**config.mk**
```make
export PLATFORM = sky130hd
export DESIGN_NAME = cla_seq_adder
export DESIGN_NICKNAME = d
export VERILOG_FILES = /design/src/rtl/cla_seq_adder.sv
export SDC_FILE = /design/constraint.sdc
export NUM_CORES = 1
export LEC_CHECK = 0
export CORE_MARGIN = 4
export CORE_UTILIZATION = 54
export DETAILED_ROUTE_END_ITERATION = 6
export PLACE_DENSITY = 0.85
export RECOVER_POWER = 25
export SYNTH_ARGS = -nofsm -noshare
export SYNTH_HDL_FRONTEND = slang
export SYNTH_SLANG_ARGS = --single-unit
```
**constraint.sdc**
```tcl
create_clock -name clk -period 4.6 [get_ports clk]
set_input_delay 0.92 -clock clk [delete_from_list [all_inputs] [get_ports clk]]
set_output_delay 0.92 -clock clk [all_outputs]
set_load 0.01 [all_outputs]
```
**src/rtl/cla_seq_adder.sv**
```systemverilog
// Sequential adder that walks the operands one byte per cycle through an
// external 8-bit carry-lookahead slice, rippling the carry between bytes.
module cla_seq_adder #(
  parameter int unsigned NBYTES = 4
) (
  input  logic                  clk,
  input  logic                  rst,
  input  logic                  start,
  input  logic [8*NBYTES-1:0]   op_a,
  input  logic [8*NBYTES-1:0]   op_b,
  input  logic                  op_cin,
  output logic                  busy,
  output logic                  done,
  output logic [8*NBYTES-1:0]   sum,
  output logic                  cout,
  output logic                  ovf,
  output logic                  grp_p,
  output logic [7:0]            cla_a,
  output logic [7:0]            cla_b,
  output logic                  cla_cin,
  input  logic [7:0]            cla_sum,
  input  logic                  cla_cout,
  input  logic                  cla_pg,
  input  logic                  cla_gg
);

  localparam int unsigned W  = 8 * NBYTES;
  localparam int unsigned IW = (NBYTES > 1) ? $clog2(NBYTES) : 1;

  typedef enum logic [1:0] {IDLE, RUN, DONE} state_t;

  state_t          state_q, state_d;
  logic [IW-1:0]   idx_q, idx_d;
  logic            c_q, c_d;
  logic            pacc_q, pacc_d;
  logic [W-1:0]    a_q, a_d;
  logic [W-1:0]    b_q, b_d;
  logic [W-1:0]    work_q, work_d;
  logic [W-1:0]    sum_q, sum_d;
  logic            cout_q, cout_d;
  logic            ovf_q, ovf_d;
  logic            grp_p_q, grp_p_d;
  logic            last_byte;
  logic            gg_unused;

  assign gg_unused = cla_gg;
  assign last_byte = (idx_q == IW'(NBYTES - 1));

  always_comb begin
    state_d = state_q;
    idx_d   = idx_q;
    c_d     = c_q;
    pacc_d  = pacc_q;
    a_d     = a_q;
    b_d     = b_q;
    work_d  = work_q;
    sum_d   = sum_q;
    cout_d  = cout_q;
    ovf_d   = ovf_q;
    grp_p_d = grp_p_q;
    case (state_q)
      IDLE, DONE: begin
        if (start) begin
          state_d = RUN;
          a_d     = op_a;
          b_d     = op_b;
          idx_d   = '0;
          c_d     = op_cin;
          pacc_d  = 1'b1;
        end else begin
          state_d = IDLE;
        end
      end
      RUN: begin
        work_d[idx_q*8 +: 8] = cla_sum;
        c_d    = cla_cout;
        pacc_d = pacc_q & cla_pg;
        idx_d  = idx_q + IW'(1);
        // Published results live apart from the working sum so they stay
        // stable until this operation completes.
        if (last_byte) begin
          state_d = DONE;
          idx_d   = '0;
          sum_d   = work_d;
          cout_d  = cla_cout;
          ovf_d   = (a_q[W-1] == b_q[W-1]) && (cla_sum[7] != a_q[W-1]);
          grp_p_d = pacc_q & cla_pg;
        end
      end
      default: state_d = IDLE;
    endcase
  end

  always_ff @(posedge clk) begin
    if (rst) begin
      state_q <= IDLE;
      idx_q   <= '0;
      c_q     <= 1'b0;
      pacc_q  <= 1'b0;
      a_q     <= '0;
      b_q     <= '0;
      work_q  <= '0;
      sum_q   <= '0;
      cout_q  <= 1'b0;
      ovf_q   <= 1'b0;
      grp_p_q <= 1'b0;
    end else begin
      state_q <= state_d;
      idx_q   <= idx_d;
      c_q     <= c_d;
      pacc_q  <= pacc_d;
      a_q     <= a_d;
      b_q     <= b_d;
      work_q  <= work_d;
      sum_q   <= sum_d;
      cout_q  <= cout_d;
      ovf_q   <= ovf_d;
      grp_p_q <= grp_p_d;
    end
  end

  always_comb begin
    cla_a   = '0;
    cla_b   = '0;
    cla_cin = 1'b0;
    if (state_q == RUN) begin
      cla_a   = a_q[idx_q*8 +: 8];
      cla_b   = b_q[idx_q*8 +: 8];
      cla_cin = c_q;
    end
  end

  assign busy  = (state_q == RUN);
  assign done  = (state_q == DONE);
  assign sum   = sum_q;
  assign cout  = cout_q;
  assign ovf   = ovf_q;
  assign grp_p = grp_p_q;

endmodule

```
**Word-level counts from Yosys, hierarchy flattened**

Index checks and enable logic that the tools add are counted.

- Register bits: 137
- Word-level logic and storage cells: 46

- Add/sub/neg operators: 2
- Equal/unequal tests: 7
- Shift operators: 4
- Mux-type cells: 14
- Bitwise operators: 1
- Reductions and logical operators: 7

Operators by type and width:

| cell | number |
|---|---|
| $shiftx A32 B6 Y8 | 2 |
| $neg A5 Y34 | 1 |
| $shift A8 B34 Y32 const A | 1 |
| $shiftx A8 B34 Y32 | 1 |
| $bwmux W32 | 1 |
| $mux W8 | 2 |
| $pmux W2 S2 | 2 |
| $mux W2 | 3 |
| $reduce_and A2 Y1 | 3 |
| $eq A2 B2 Y1 const B | 2 |
| $mux W1 | 4 |
| $pmux W1 S2 | 2 |
| $add A2 B1 Y2 const B | 1 |
| $eq A2 B1 Y1 const B | 1 |
| $logic_not A2 Y1 | 1 |
| $ne A2 B1 Y1 const B | 1 |
| $ne A2 B2 Y1 const B | 1 |
| $reduce_bool A2 Y1 | 1 |
| $reduce_or A2 Y1 | 1 |
| $and A1 B1 Y1 | 1 |
| $eq A1 B1 Y1 | 1 |
| $logic_and A1 B1 Y1 | 1 |
| $ne A1 B1 Y1 | 1 |

**Logic depth before layout (Yosys ltp)**

Gate-level depths: netlist (run 1).

- Depth after elaboration: 4
- Depth in mapped cells: 9
- Depth with buffers taken out: 5

**Least setup slack after synthesis (run 1)**

No wires, ideal clock.

- Path type: flip-flop to output port
- Start point: register idx_q[0]
- End point: output cla_a[0]
- Arrival: 1.423 ns
- Data required time: 3.680 ns
- Slack: 2.257 ns
- Stages on the path, launching flop included: 4
- Path buffers: 1
- Cells stage by stage: dfxtp_1 -> buf_2 -> mux4_2 -> and2_1

- Longest elaborated chain between the ends: 2

Ends and longest elaborated chain:

| what | RTL line | source |
|---|---|---|
| start, declared | 33 | `logic [IW-1:0] idx_q, idx_d;` |
| start signal, assigned | 109 | `idx_q <= idx_d;` |
| $shiftx A32 B6 Y8 | 127 | `cla_a = a_q[idx_q*8 +: 8];` |
| $mux W8 | 126 | `if (state_q == RUN) begin` |
| end, declared | 18 | `output logic [7:0] cla_a,` |

No other way between the ends.

**Worst setup path in the final report (run 1)**

- Start point: register idx_q[0]
- End point: output cla_a[7]

The elaborated chain is that of the path after synthesis.

==> results of run 1 <==
==> tightest hold or removal path, delay by kind of cell, from the launching register on <==
| kind | cells | cell delay [ns] |
|---|---|---|
| flip-flops | 1 | 0.31 |
| AND/OR/NAND/NOR | 1 | 0.05 |
| AO/OA/AOI/OAI | 1 | 0.05 |
==> state kept, by name (all words and copies together) (netlist names) <==
| register | flops |
|---|---|
| state_q | 2 |
| cout | 1 |
| work_q | 32 |
| sum | 32 |
| a_q | 32 |
| idx_q | 2 |
| grp_p | 1 |
| pacc_q | 1 |
| b_q | 32 |
| c_q | 1 |
| ovf | 1 |
==> metal layers <==
layer	vias to the layer above	share of wire	track usage	wire [um]
met2	233	0.50	0.404	7770
met1	2468	0.40	0.288	6180
met5	-	0	0	0
met4	0	0.019	0.0881	295
met3	24	0.080	0.0642	1250
li1	2517	-	-	-
==> cells in the final DEF (no fill, tap or decap), types with 5 or more instances in the layout <==
cell / Yosys / routed
ha_1: 6 / 6
nand2b_1: 17 / 17
a221oi_1: 8 / 8
mux4_2: 16 / 16
clkbuf_16: 0 / 16
dlygate4sd3_1: 0 / 9
a311oi_1: 16 / 16
a31o_2: 7 / 7
a311oi_2: 9 / 9
clkdlybuf4s50_1: 0 / 121
nor2b_1: 10 / 10
buf_4: 5 / 6
nand3_1: 16 / 16
nor2_1: 62 / 62
nand2_1: 134 / 134
a21oi_1: 69 / 69
bufinv_16: 0 / 5
nand3b_1: 5 / 5
a32oi_1: 24 / 24
and2_1: 17 / 17
nor3b_1: 8 / 8
nor3_1: 16 / 16
dfxtp_1: 137 / 137
==> where the power goes <==
| group | internal (mW) | leakage, nW | switching (mW) | total, mW |
|---|---|---|---|---|
| Combinational | 0.137 | 1.32 | 0.146 | 0.284 |
| Clock | 0.957 | 0.310 | 0.524 | 1.48 |
| Sequential | 1.23 | 1.11 | 0.0326 | 1.26 |
| Total | 2.32 | 2.74 | 0.703 | 3.03 |
==> path summary, 6_finish.rpt <==
check,slack [ns],cells past startpoint,endpoint
worst max-delay path,0.51,4,cla_a[7]
worst min-delay path,0.45,2,b_q[20]
worst max register to register,1.25,4,c_q
worst min register to register,0.45,2,b_q[20]
==> area by class of cell <==
type / instances / share of cell area
Clock inverter: 13 / 0.0274
Inverter: 4 / 0.00192
Sequential cell: 137 / 0.351
Clock buffer: 19 / 0.0553
Multi-Input combinational cell: 460 / 0.369
Tap cell: 140 / 0.0224
Timing Repair Buffer: 137 / 0.173
==> logic make-up (layout without fill, tap and decap cells) <==
group,Yosys count,in the layout,share of synthesized area
multiplexers,16,16,0.0602
adder cells (fa/ha/maj),6,6,0.0125
flip-flops,137,137,0.458
AO/OA/AOI/OAI,138,138,0.167
buffers and inverters,73,173,0.0623
AND/OR/NAND/NOR,300,300,0.240
==> impl_results.md, run 1 <==
* Crit path largest cell delay at 1.08 ns
* Number of global-route vias before repair at 5127
* WP buf/inv at 2
* CTS resizes at 0
* RSZ-0062 raised after global routing: no
* Nature of the critical path startpoint: register
* Top post-synthesis cells by count: dfxtp_1, nand2_1, a21oi_1, nor2_1, clkbuf_1
* Area of the multi-input gates at 2880 um2
* Clock Root Buffer: clkbuf_8
* Share of the synthesized area in the top cell type at 0.458
* Largest net degree at the start of global routing at 97
* Cell area after layout at 7810 um2
* Setup TNS at 0 ns
* DR WL/cell at 17.0 um
* Post-layout util at 0.720
* Synthesis-to-layout area growth at 30.4%
* Yosys Warn Count at 0
* Peak supply drop at 0.241 mV
* Synth area leaders: dfxtp_1, nand2_1, mux4_2, a21oi_1, nor2_1
* Final Hold Slack at 0.454 ns
* Overflow after GRT at 0
* CP arrival at 3.17 ns
* Post-place setup slack at 1.06 ns
* Die W at 113 um
* # IOs at 133
* Worst Path Required at 3.68 ns
* Leakage power at 2.74 nW
* Syn Inst Count at 670
* Port Buf Inserts at 131
* Finished Layout Cells at 910
* Core area at 10800 um2
* CTS tree: built
* Global-route wire length before repair at 24700 um
* Slew @ Worst Pin at 2.49 ns
* DP Cell Count at 878
* Post-route minimum period at 4.09 ns
* Vias post-DR at 5242
* RR Startpoint: state_q[0]
* Mapped Area at 5990 um2
* DIE AREA at 12800 um2
* Synth cell types at 41
* Worst-path clk slew at 0.06 ns
* # clock sinks at 137
* Seq. cell area at 2740 um2
* Critical Path Fanout Max at 20
* Inserted Diodes at 0
* Std-Cell Rows at 38
* Post-CTS setup buffer count at 0
* Syn nets at 755
* Post-synth EDFFs at 0
* Slew headroom at -0.660
* Clk_lat worst skew at 0.52 ns
* Number of synthesized register bits at 137
* Fin. max-slew vios at 80
* Total power at 3.03 mW
* DRC at 0
* Critical path origin: idx_q[0]
* Final wirelength at 15500 um
* Vias per std cell at 5.76
* Synth Flop Type: dfxtp_1
* Hold Fails Final Rpt at 0
* Die Y-Extent at 113 um
* Longest Clk Path Bufs at 2
* Seq/Total Area, Yosys at 0.458
* Initial Utilization at 0.552
* Setup CP Type: register to output port
* CTS Hold Bufs at 0
* HP Class: register to register
* Ys async rst share at 0
* Outcome: finished, violations left
* Critical path's slowest cell: dfxtp_1
* DRT Pass-1 Iters at 5
* Final net count at 842
* Mapped Avg Cell Area at 8.94 um2
* Post-route ant nets at 0
* Cell Area, Placed at 7180 um2
* Tot GR Track Use at 0.237
* Top-count cell post-synth: dfxtp_1
* Yosys top cell by area: dfxtp_1
* Antenna violations before repair at 0
* Cts bufs inserted at 17
* H-tree Lvls at 4
* Critical path's top delay family: flip-flops
* Pwr/cell area at 388 nW/um2
* HPWL after DPL at 10300 um
* Fmax at 0.244 GHz
* Setup skew after layout at 0.00898 ns
* GP Congestion at 0.817
* Worst setup margin at 0.509 ns
* Crit path capture type: output port
* Failing checks: capacitance limit, slew limit
* Maxcap violations at 2
* Crit share post-route at 0.889
* Worst Min Path Start: b_q[20]
* Starting DRT DRC Count at 466
* Crit path cell chain: buf_4 -> mux4_2 -> and2_1 -> clkdlybuf4s50_1
* Layout cells sized above 1 at 0.103
* Final setup fails at 0
* # fillers at 809
Note: power is estimated with default switching activity, not from simulation.
==> run 2, diff against run 1 <==
Settings changed: CORE_ASPECT_RATIO from default to 1.5, CTS_CLUSTER_DIAMETER from default to 40.
==> impl_results.md, run 2 (synthesized netlist as in run 1, its figures left out) <==
* Slew headroom at -0.692 (-0.0313)
* Post-route minimum period at 3.82 ns (-0.269 ns)
* Post-CTS setup buffer count at 0 (unchanged)
* Number of global-route vias before repair at 5117 (-0.20%)
* CTS resizes at 0 (unchanged)
* Setup CP Type: input port to register
* RR Startpoint: state_q[0]
* Outcome: finished, violations left
* Worst Min Path Start: b_q[18]
* Crit share post-route at 0.831 (-0.0586)
* Fmax at 0.262 GHz (+7.1%)
* Tot GR Track Use at 0.241 (+0.00317)
* DRT Pass-1 Iters at 5 (unchanged)
* Commonest non-fill, non-tap cell in the layout: dfxtp_1
* GP Congestion at 0.809 (-1.0%)
* # fillers at 831 (+2.7%)
* # clock sinks at 137 (unchanged)
* Final setup fails at 0 (unchanged)
* Final net count at 840 (-0.24%)
* RR Endpoint: a_q[2]
* HP Class: register to register
* R2r setup slk at 1.29 ns (+0.04 ns)
* DIE AREA at 12900 um2 (+0.27%)
* Initial Utilization at 0.559 (+0.00697)
* Setup skew after layout at 0.00556 ns (-0.00342 ns)
* Starting DRT DRC Count at 227 (-51%)
* Failing checks: capacitance limit, slew limit
* Cts bufs inserted at 17 (unchanged)
* Maxcap violations at 1 (-1)
* Pwr/cell area at 377 nW/um2 (-2.8%)
* Peak supply drop at 0.289 mV (+20%)
* Reg2Reg Depth at 4 (unchanged)
* Die W at 94.0 um (-17%)
* Worst-path clk slew at 0.06 ns (about the same)
* Area of the multi-input gates at 2880 um2 (about the same)
* Longest Clk Path Bufs at 2 (unchanged)
* Commonest non-fill, non-tap cells in the layout: dfxtp_1, nand2_1, clkdlybuf4s50_1, a21oi_1, nor2_1
* Nature of the critical path startpoint: input port
* Largest net degree at the start of global routing at 101 (+4.1%)
* Std-Cell Rows at 46 (+21%)
* Crit path capture type: register
* CTS tree: built
* Setup TNS at 0 ns (unchanged)
* Seq. cell area at 2740 um2 (about the same)
* Vias per std cell at 5.72 (-0.71%)
* Antenna violations before repair at 0 (unchanged)
* Synthesis-to-layout area growth at 29.6%
* RSZ-0062 raised after global routing: no
* H-tree Lvls at 4 (unchanged)
* Vias post-DR at 5216 (-0.50%)
* Layout cells sized above 1 at 0.100 (-0.00234)
* Port Buf Inserts at 131 (unchanged)
* Die Y-Extent at 137 um (+21%)
* Leakage power at 2.78 nW (+1.4%)
* CP arrival at 4.15 ns (+0.98 ns)
* Critical Path Fanout Max at 38 (+90%)
* Hold Fails Final Rpt at 0 (unchanged)
* Clock Root Buffer: clkbuf_16
* Worst Path Required at 4.93 ns (+1.25 ns)
* Final wirelength at 15100 um (-2.7%)
* Post-place setup slack at 1.46 ns (+0.394 ns)
* DRC at 0 (unchanged)
* Core area at 10700 um2 (-1.2%)
* Worst setup margin at 0.779 ns (+0.269 ns)
* Overflow after GRT at 0 (unchanged)
* HPWL after DPL at 10100 um (-1.7%)
* Inserted Diodes at 0 (unchanged)
* Slew @ Worst Pin at 2.53 ns (+0.0468 ns)
* # IOs at 133 (unchanged)
* Global-route wire length before repair at 24500 um (-1.0%)
* DR WL/cell at 16.5 um (-2.9%)
* Hold-critical path endpoint: b_q[18]
* CTS Hold Bufs at 0 (unchanged)
* WHS Path Cells at 2 (unchanged)
* Critical path origin: start
* Post-route ant nets at 0 (unchanged)
* Clk_lat worst skew at 0.41 ns (-0.11 ns)
* Fin. max-slew vios at 39 (-51%)
-- run 2: worst max-delay path, cell delays in order --
cell and delay, ns:
clkdlybuf4s50_1 0.49, nor2b_1 1.91, buf_4 0.54, nand2_1 0.12, a21oi_1 0.16
-- run 2: final cells by class --
| type | count | area share |
|---|---|---|
| clock inverters | 8 | 0.0152 |
| well taps | 144 | 0.0232 |
| flip-flops and latches | 137 | 0.354 |
| clock buffers | 24 | 0.0621 |
| inverters | 4 | 0.00193 |
| multi-input cells | 460 | 0.371 |
| repair buffers | 135 | 0.173 |
-- run 2: power by group --
part	switching [mW]	internal [mW]
logic	0.144	0.137
registers	0.0353	1.23
clock network	0.486	0.892
-- run 2: worst max-delay path by stage --
stage	endpoint	cells after the start
after floorplan	cla_a[0]	3
after global placement	cla_a[1]	3
after detailed placement	work_q[18]	5
after CTS	cla_a[2]	3
after global routing	a_q[2]	5
final	a_q[2]	5
-- run 2: metrics by stage --
step | area, um2 | cells | utilization | power [mW] | hold WS (ns)
2_1_floorplan | 5990 | 670 | - | 1.45 | 0.433
3_3_place_gp | 7170 | 880 | 0.670 | 1.55 | 0.439
3_5_place_dp | 7170 | 880 | 0.670 | 1.57 | 0.445
4_1_cts | 7770 | 912 | 0.726 | 2.93 | 0.453
5_1_grt | 7760 | 912 | 0.725 | 3.02 | 0.474
6_report | 7760 | 912 | 0.725 | 2.92 | 0.453
-- run 2: per-layer routing --
| metal | track usage | wire (um) |
|---|---|---|
| met1 | 0.270 | 5620 |
| met2 | 0.423 | 7990 |
| met3 | 0.0644 | 1050 |
| met4 | 0.105 | 418 |
| met5 | 0 | 0 |
==> run 3, diff against run 2 <==
Settings changed: CORE_UTILIZATION 54 to 51, PLACE_DENSITY 0.85 to 0.81.
Clock period 4.6 ns to 3.85 ns, I/O delays scaled along.
==> impl_results.md, run 3 (synthesized netlist as in run 1, its figures left out) <==
* Clock Root Buffer: clkbuf_16
* Overflow after GRT at 0 (unchanged)
* Pwr/cell area at 438 nW/um2 (+16%)
* Critical path's slowest cell: dfxtp_2
* Critical path's top delay family: flip-flops
* Longest Clk Path Bufs at 2 (unchanged)
* Cts bufs inserted at 17 (unchanged)
* Worst-path clk slew at 0.06 ns (about the same)
* Port Buf Inserts at 131 (unchanged)
* Tot GR Track Use at 0.223 (-0.0171)
* Crit path cell chain: mux4_2 -> and2_1 -> clkdlybuf4s50_1
* Post-CTS setup buffer count at 0 (unchanged)
* Maxcap violations at 0 (-1)
* Fmax at 0.300 GHz
* R2r setup slk at 0.71 ns (-0.58 ns)
* Synthesis-to-layout area growth at 29.6% (about the same)
* Cell area after layout at 7760 um2 (about the same)
* DR WL/cell at 16.1 um (-2.5%)
* Std-Cell Rows at 48 (+4.3%)
* Vias post-DR at 5166 (-0.96%)
* # clock sinks at 137 (unchanged)
* HP Class: register to register
* WP buf/inv at 1 (-1)
* Global-route wire length before repair at 23800 um (-2.9%)
* Antenna violations before repair at 0 (unchanged)
* Crit share post-route at 0.866
* Setup CP Type: register to output port
* Clk_lat worst skew at 0.41 ns (about the same)
* Slew headroom at 0.0882 (+0.780)
* Critical Path Fanout Max at 27 (-29%)
* Die W at 96.5 um (+2.7%)
* Vias per std cell at 5.63 (-1.6%)
* Setup TNS at 0 ns (unchanged)
* Core area at 11500 um2 (+7.7%)
* DRT Pass-1 Iters at 4 (-1)
* Leakage power at 2.82 nW (+1.4%)
* Number of global-route vias before repair at 5034 (-1.6%)
* Cell Area, Placed at 7200 um2 (+0.42%)
* CTS resizes at 0 (unchanged)
* Final setup fails at 0 (unchanged)
* RSZ-0062 raised after global routing: no
* Hold Fails Final Rpt at 0 (unchanged)
* Nature of the critical path startpoint: register
* Die Y-Extent at 141 um (+2.7%)
* Post-route minimum period at 3.33 ns
* Crit path largest cell delay at 0.89 ns (-1.02 ns)
* H-tree Lvls at 4 (unchanged)
* CTS tree: built
* Commonest non-fill, non-tap cell in the layout: dfxtp_1
* Starting DRT DRC Count at 221 (-2.6%)
* Inserted Diodes at 0 (unchanged)
* HPWL after DPL at 10100 um (-0.64%)
* DP Cell Count at 889 (+1.0%)
* Peak supply drop at 0.355 mV (+23%)
* Outcome: complete, no violations
* Slew @ Worst Pin at 1.37 ns (-1.16 ns)
* Crit path capture type: output port
* DIE AREA at 13600 um2 (+5.5%)
* Post-layout util at 0.673 (-0.0520)
* Worst setup margin at 0.516 ns (-0.263 ns)
* Setup skew after layout at 0.00707 ns (+0.00150 ns)
* Post-place setup slack at 0.904 ns (-0.554 ns)
* Initial Utilization at 0.519 (-0.0401)
* Worst Path Required at 3.08 ns (-1.85 ns)
* Fin. max-slew vios at 0 (-100%)
* Final net count at 843 (+0.36%)
* Finished Layout Cells at 918 (+0.66%)
* CP arrival at 2.56 ns (-1.59 ns)
* CTS Hold Bufs at 0 (unchanged)
* Largest net degree at the start of global routing at 64 (-37%)
* Final wirelength at 14800 um (-1.9%)
* DRC at 0 (unchanged)
* Layout cells sized above 1 at 0.104 (+0.00391)
* Commonest non-fill, non-tap cells in the layout: dfxtp_1, nand2_1, clkdlybuf4s50_1, a21oi_1, nor2_1
* GP Congestion at 0.767 (-5.2%)
* Post-route ant nets at 0 (unchanged)
* # IOs at 133 (unchanged)
## run 3: final cells by class
| class | count | area, um2 |
|---|---|---|
| clock buffer | 20 | 467 |
| clock inverter | 9 | 100 |
| fill | 924 | 3770 |
| inverter | 4 | 15.0 |
| multi-input combinational | 460 | 2890 |
| sequential | 137 | 2740 |
| tap | 150 | 188 |
| timing repair buffer | 138 | 1360 |
## run 3: worst min-delay path, delay by kind of cell, from the launching register on
kind	cells	cell delay [ns]
AOI/OAI and AO/OA	1	0.05
and+or+nand+nor	1	0.05
DFF	1	0.30
## run 3: path summary, 6_finish.rpt
check              to  cells past startpoint       start
max          cla_a[1]                      3    idx_q[0]
min           b_q[19]                      2     b_q[19]
max reg2reg   a_q[13]                      4  state_q[0]
min reg2reg   b_q[19]                      2     b_q[19]
## run 3: metal layers
| layer | vias to the layer above | part of all wire | GRT usage |
|---|---|---|---|
| li1 | 2514 | - | - |
| met1 | 2444 | 0.39 | 0.251 |
| met2 | 182 | 0.53 | 0.394 |
| met3 | 26 | 0.066 | 0.0577 |
| met4 | 0 | 0.022 | 0.0887 |
| met5 | - | 0 | 0 |
## run 3: through the flow
step	power, mW	hold slack [ns]
floorplan	1.73	0.433
global placement	1.86	0.439
detailed placement	1.87	0.445
CTS	3.42	0.453
global route	3.52	0.473
finish	3.40	0.451
## run 3: power by group
part / switching (mW) / internal [mW]
clock network: 0.572 / 0.986
logic: 0.172 / 0.163
registers: 0.0392 / 1.47
total: 0.783 / 2.62
